[src/rtl/adc78h90_spi_if.sv]
// SPI pin bundle between an ADC78H90-style master and the emulated target.
interface adc78h90_spi_if;
    logic SCLK;
    logic nCS;
    logic MOSI;
    logic MISO;
    logic MISO_oe;

    modport master (output SCLK, output nCS, output MOSI, input MISO, input MISO_oe);
    modport slave  (input SCLK, input nCS, input MOSI, output MISO, output MISO_oe);
endinterface

[src/rtl/adc78h90_spi_target.sv]
// ADC78H90 serial-interface emulator: oversamples the SPI pins on clock, decodes the
// channel address of each frame and returns that channel's 12-bit value in the next one.
module adc78h90_spi_target #(
    parameter int SYNC_STAGES = 2
) (
    input  logic                clock,
    input  logic                reset,
    adc78h90_spi_if.slave       spi,
    input  logic [95:0]         ain,
    output logic [2:0]          addr,
    output logic                frame_done,
    output logic                frame_abort
);
    localparam int LAST = SYNC_STAGES - 1;

    logic [SYNC_STAGES-1:0] sclk_sync_q, ncs_sync_q, mosi_sync_q;
    logic                   sclk_dly_q, ncs_dly_q;
    logic                   post_rst_q, armed_q;

    logic [11:0] chan [8];
    for (genvar k = 0; k < 8; k++) begin : g_chan
        assign chan[k] = ain[12*k +: 12];
    end

    // armed_q blocks the false nCS fall seen when the chain leaves reset with the pin already low.
    always_ff @(posedge clock) begin
        if (reset) begin
            sclk_sync_q <= '0;
            ncs_sync_q  <= '1;
            mosi_sync_q <= '0;
            sclk_dly_q  <= 1'b0;
            ncs_dly_q   <= 1'b1;
            post_rst_q  <= 1'b0;
            armed_q     <= 1'b0;
        end else begin
            sclk_sync_q <= {sclk_sync_q[SYNC_STAGES-2:0], spi.SCLK};
            ncs_sync_q  <= {ncs_sync_q[SYNC_STAGES-2:0], spi.nCS};
            mosi_sync_q <= {mosi_sync_q[SYNC_STAGES-2:0], spi.MOSI};
            sclk_dly_q  <= sclk_sync_q[LAST];
            ncs_dly_q   <= ncs_sync_q[LAST];
            post_rst_q  <= 1'b1;
            if (post_rst_q && ncs_sync_q[0]) armed_q <= 1'b1;
        end
    end

    logic sclk_s, ncs_s, mosi_s;
    logic sclk_rise, sclk_fall, ncs_rise, ncs_fall;

    assign sclk_s    = sclk_sync_q[LAST];
    assign ncs_s     = ncs_sync_q[LAST];
    assign mosi_s    = mosi_sync_q[LAST];
    assign sclk_rise = sclk_s & ~sclk_dly_q;
    assign sclk_fall = ~sclk_s & sclk_dly_q;
    assign ncs_rise  = ncs_s & ~ncs_dly_q;
    assign ncs_fall  = ~ncs_s & ncs_dly_q & armed_q;

    logic [4:0]  bit_cnt_q, bit_cnt_d;
    logic        oe_q, oe_d;
    logic [2:0]  addr_q, addr_d;
    logic        done_q, done_d;
    logic        abort_q, abort_d;
    logic [15:0] tx_shift_q, tx_shift_d;
    // Only the last 13 received bits are kept; the address field sits at [12:10] before the final bit.
    logic [12:0] rx_shift_q, rx_shift_d;

    always_comb begin
        bit_cnt_d  = bit_cnt_q;
        oe_d       = oe_q;
        addr_d     = addr_q;
        done_d     = 1'b0;
        abort_d    = 1'b0;
        tx_shift_d = tx_shift_q;
        rx_shift_d = rx_shift_q;
        if (ncs_rise) begin
            oe_d       = 1'b0;
            tx_shift_d = '0;
            bit_cnt_d  = '0;
            abort_d    = (bit_cnt_q != 5'd0) && (bit_cnt_q != 5'd16);
        end else if (ncs_fall) begin
            bit_cnt_d  = '0;
            tx_shift_d = {4'h0, chan[addr_q]};
            oe_d       = 1'b1;
        end else if (oe_q && !ncs_s) begin
            if (sclk_rise) begin
                if (bit_cnt_q != 5'd16) begin
                    rx_shift_d = {rx_shift_q[11:0], mosi_s};
                    bit_cnt_d  = bit_cnt_q + 5'd1;
                    if (bit_cnt_q == 5'd15) begin
                        addr_d = rx_shift_q[12:10];
                        done_d = 1'b1;
                    end
                end
            end else if (sclk_fall) begin
                if (bit_cnt_q == 5'd16) begin
                    bit_cnt_d  = '0;
                    tx_shift_d = {4'h0, chan[addr_q]};
                end else if (bit_cnt_q != 5'd0) begin
                    tx_shift_d = {tx_shift_q[14:0], 1'b0};
                end
            end
        end
    end

    // tx_shift is reset because its bit 15 is the MISO pin itself.
    always_ff @(posedge clock) begin
        if (reset) begin
            bit_cnt_q  <= '0;
            oe_q       <= 1'b0;
            addr_q     <= '0;
            done_q     <= 1'b0;
            abort_q    <= 1'b0;
            tx_shift_q <= '0;
        end else begin
            bit_cnt_q  <= bit_cnt_d;
            oe_q       <= oe_d;
            addr_q     <= addr_d;
            done_q     <= done_d;
            abort_q    <= abort_d;
            tx_shift_q <= tx_shift_d;
        end
    end

    always_ff @(posedge clock) begin
        rx_shift_q <= rx_shift_d;
    end

    assign spi.MISO    = tx_shift_q[15];
    assign spi.MISO_oe = oe_q;
    assign addr        = addr_q;
    assign frame_done  = done_q;
    assign frame_abort = abort_q;
endmodule

[src/flat_wrapper.sv]
// flat-port wrapper written by rule: the top's interface ports become plain ports
module adc78h90_spi_target_flat 
#(
    parameter int SYNC_STAGES = 2
)
  (clock, reset, ain, addr, frame_done, frame_abort, spi_SCLK, spi_nCS, spi_MOSI, spi_MISO, spi_MISO_oe);
  adc78h90_spi_if spi_i ();
  input  logic clock;
  input  logic reset;
  input  logic [95:0] ain;
  output logic [2:0] addr;
  output logic frame_done;
  output logic frame_abort;
  input wire logic [$bits(spi_i.SCLK)-1:0] spi_SCLK;
  input wire logic [$bits(spi_i.nCS)-1:0] spi_nCS;
  input wire logic [$bits(spi_i.MOSI)-1:0] spi_MOSI;
  output wire logic [$bits(spi_i.MISO)-1:0] spi_MISO;
  output wire logic [$bits(spi_i.MISO_oe)-1:0] spi_MISO_oe;
  assign spi_i.SCLK = spi_SCLK;
  assign spi_i.nCS = spi_nCS;
  assign spi_i.MOSI = spi_MOSI;
  assign spi_MISO = spi_i.MISO;
  assign spi_MISO_oe = spi_i.MISO_oe;
  adc78h90_spi_target #(.SYNC_STAGES(SYNC_STAGES)) u_core (.clock(clock), .reset(reset), .spi(spi_i), .ain(ain), .addr(addr), .frame_done(frame_done), .frame_abort(frame_abort));
endmodule
[config.mk]
export PLATFORM = sky130hd
export DESIGN_NAME = adc78h90_spi_target_flat
export DESIGN_NICKNAME = d
export VERILOG_FILES = /design/src/rtl/adc78h90_spi_if.sv /design/src/rtl/adc78h90_spi_target.sv /design/src/flat_wrapper.sv
export SDC_FILE = /design/constraint.sdc
export NUM_CORES = 1
export LEC_CHECK = 0
export ABC_AREA = 1
export CORE_ASPECT_RATIO = 0.7
export CORE_UTILIZATION = 30
export CTS_CLUSTER_DIAMETER = 120
export CTS_CLUSTER_SIZE = 28
export DETAILED_ROUTE_END_ITERATION = 8
export PLACE_DENSITY_LB_ADDON = 0.25
export SLEW_MARGIN = 10
export SYNTH_ARGS = -nofsm -noshare
export SYNTH_HDL_FRONTEND = slang
export SYNTH_SLANG_ARGS = --single-unit
[constraint.sdc]
create_clock -name clock -period 2.4 [get_ports clock]
set_clock_uncertainty 0.15 [all_clocks]
set_input_delay 0.6 -clock clock [delete_from_list [all_inputs] [get_ports clock]]
set_output_delay 0.6 -clock clock [all_outputs]
set_load 0.05 [all_outputs]
==> metrics.cfg <==
[clocking]
clk-insertion-delay-late_ns=0.29
clockBufferDepth=2
htree_levels=2
numCtsBuffers=5
cts.clk_slew.worst_paths_ns=0.07
ctsResizeCount=0
clkSinkCount=50
root_buffer=clkbuf_16
tritoncts=built
hold_buffers=0
cts_setup_buffers=0

[grt]
antenna_found_initial=0
grt_usage_pct=17.1
grt_max_degree=49
overflow=0
grt_pass1_vias=2877
grt_pass1_wl_um=14300

[detailed_routing]
via_per_inst=4.64
vias=3020
drt_pass1_iterations=4
wl_per_cell_um=13.1
drc=0
ant_nets=0
wl_um=8520
drt_iter0_markers=144

[power]
clockPowerShare_pct=39.4
intPower_mw=1.44
sw_frac_of_total_pct=22.4
power_leakage_nw=1.80
p_sw_uw=414
vdd_ir_drop_max_mv=0.370
power_mw=1.85
seqPwrFrac_pct=47.1
power.share.combinational_pct=13.5
powerDensity_mw_per_mm2=433

[worst_setup_path]
timing.rr.start=u_core.bit_cnt_q[0]$_SDFFE_PP0P_
slowest_delay_ns=0.80
regToRegSetupSlack_ns=0.48
reg2reg_depth=7
worstPathArrival_ns=1.42
critical_path_class=flip-flop to output port
timing.rr.end=u_core.tx_shift_q[9]$_SDFFE_PP0P_
crit_start=u_core.tx_shift_q[15]$_SDFFE_PP0P_
crit_path_max_fanout=2
endpoint_kind=output port
critical_path.startpoint_type=flip-flop
crit_chain=clkdlybuf4s50_1
cp_slowest_cell=clkdlybuf4s50_1
endpoint=spi_MISO
cp.depth=1
crit_family=buffers and inverters
critPathRequiredTime_ns=1.65
critPathBufInv=1

[synthesis]
yosys_warnings=0
synth_fp_nets=530
syn_area_mm2=0.00298
synth.distinct_cells=30
synth_area_per_cell_um2=7.00
synth-seq-cells=50
synth-seq-area-share_pct=37.9
synth_cells=426

[layout]
final_common_cell=nand2_1
final_nets=626
area.growth.synth_to_final_pct=43.2
antenna_cells=0
mostFrequentLayoutCells=nand2_1 (131), clkdlybuf4s50_1 (103), nand3_1 (88)
design_area_mm2=0.00427
fill_cells=979
drive_gt1_share_pct=13.4

[sta]
finalHoldViolCount=0
drv_slew=0
min_period_over_period_pct=90.2
finalSetupViolations=0
relSlewSlack_pct=47.5
worst_pin_slew_ns=0.787
rsz0062_at_grt=false
post-route-min-period_ns=2.17
finalSetupTns_ns=0
fmax_mhz=462

[place]
portBuffers=107
dpl_cell_area_mm2=0.00412
dp_hpwl_um=6270
gp_congestion=0.795

[floorplan]
fp-row-count=30
die_w_um=121
num_io_pins=108
dieArea_mm2=0.0104
die_y_um=85.4
start_util_pct=30.8
core_mm2=0.00968

[flow_run]
cap_violations=0

[min_path]
hp-class=flip-flop to flip-flop
hp-start=u_core.sclk_sync_q[0]$_SDFF_PP0_

[outcome]
status=finished, final reports clean

## through the flow
stage                     util, %  hold slack [ns]  instances  setup WS [ns]
final                        44.1            0.258        651          0.234
after global routing         44.1            0.275        651          0.186
after CTS                    44.1            0.262        651          0.225
after detailed placement     42.6            0.245        643          0.439
after global placement       42.6            0.242        643          0.501
after floorplan                 -            0.236        426          0.250
## logic make-up (layout without fill, tap and decap cells)
family,after synthesis,in the layout,share of synthesized area (%)
flip-flops,50,50,37.9
adder cells (fa/ha/maj),3,3,1.26
AND/OR/NAND/NOR,287,287,45.2
buffers and inverters,56,153,9.31
AO/OA/AOI/OAI,30,30,6.37
## metal layers
layer | part of all wire (%) | wire length (um) | track usage, % | vias up
met4 | 0.40 | 34 | 2.02 | 0
met3 | 6.5 | 550 | 3.09 | 5
met5 | 0 | 0 | 0 | -
li1 | - | - | - | 1571
met1 | 48 | 4050 | 23.4 | 1365
met2 | 46 | 3880 | 28.7 | 79
## registers in the layout, summed over array words and instances, names as in the netlist
signal,flops
u_core.ncs_sync_q,2
u_core.bit_cnt_q,5
u_core.mosi_sync_q,2
u_core.post_rst_q,1
u_core.frame_done,1
u_core.spi.MISO_oe,1
u_core.tx_shift_q,16
u_core.sclk_sync_q,2
u_core.rx_shift_q,13
u_core.frame_abort,1
u_core.addr,3
u_core.ncs_dly_q,1
u_core.armed_q,1
u_core.sclk_dly_q,1
## power groups by stage
stage	logic [mW]	registers, mW	clock network (mW)
2_1_floorplan	0.0715	0.892	0
3_3_place_gp	0.246	0.891	0
3_5_place_dp	0.249	0.891	0
4_1_cts	0.251	0.872	0.748
5_1_grt	0.273	0.873	0.780
6_report	0.250	0.872	0.728
## final cells by class
class                      instances  area [um^2]  share of cell area (%)
sequential                        50         1130                    26.5
inverter                          31          116                    2.72
multi-input combinational        320         1580                    36.9
timing repair buffer             114         1140                    26.6
clock inverter                     3         26.3                   0.615
tap                              128          160                    3.75
clock buffer                       5          125                    2.93
## worst min path at each step
stage	end	slack, ns	depth (start not counted)
4_1_cts	u_core.sclk_sync_q[1]$_SDFF_PP0_	0.26	2
3_5_place_dp	u_core.rx_shift_q[0]$_DFFE_PP_	0.25	0
5_1_grt	u_core.rx_shift_q[0]$_DFFE_PP_	0.28	0
6_report	u_core.sclk_sync_q[1]$_SDFF_PP0_	0.26	2
3_3_place_gp	u_core.sclk_sync_q[1]$_SDFF_PP0_	0.24	2
2_1_floorplan	u_core.rx_shift_q[0]$_DFFE_PP_	0.24	0
## synth_stat cells, drive strengths merged
library cell,number,area [um^2]
inv,31,116
nand3,91,470
a21oi,21,143
nand4,1,6.26
o21a,1,7.51
buf,21,146
nand2,147,612
nor3,1,5.00
dfxtp,37,741
ha,3,37.5
edfxtp,13,390
clkbuf,4,15.0
nand3b,11,82.6
o21ai,8,40.0
nor2,32,146
and3,1,6.26
or2,3,18.8
Power figures use the tool's default switching activity.
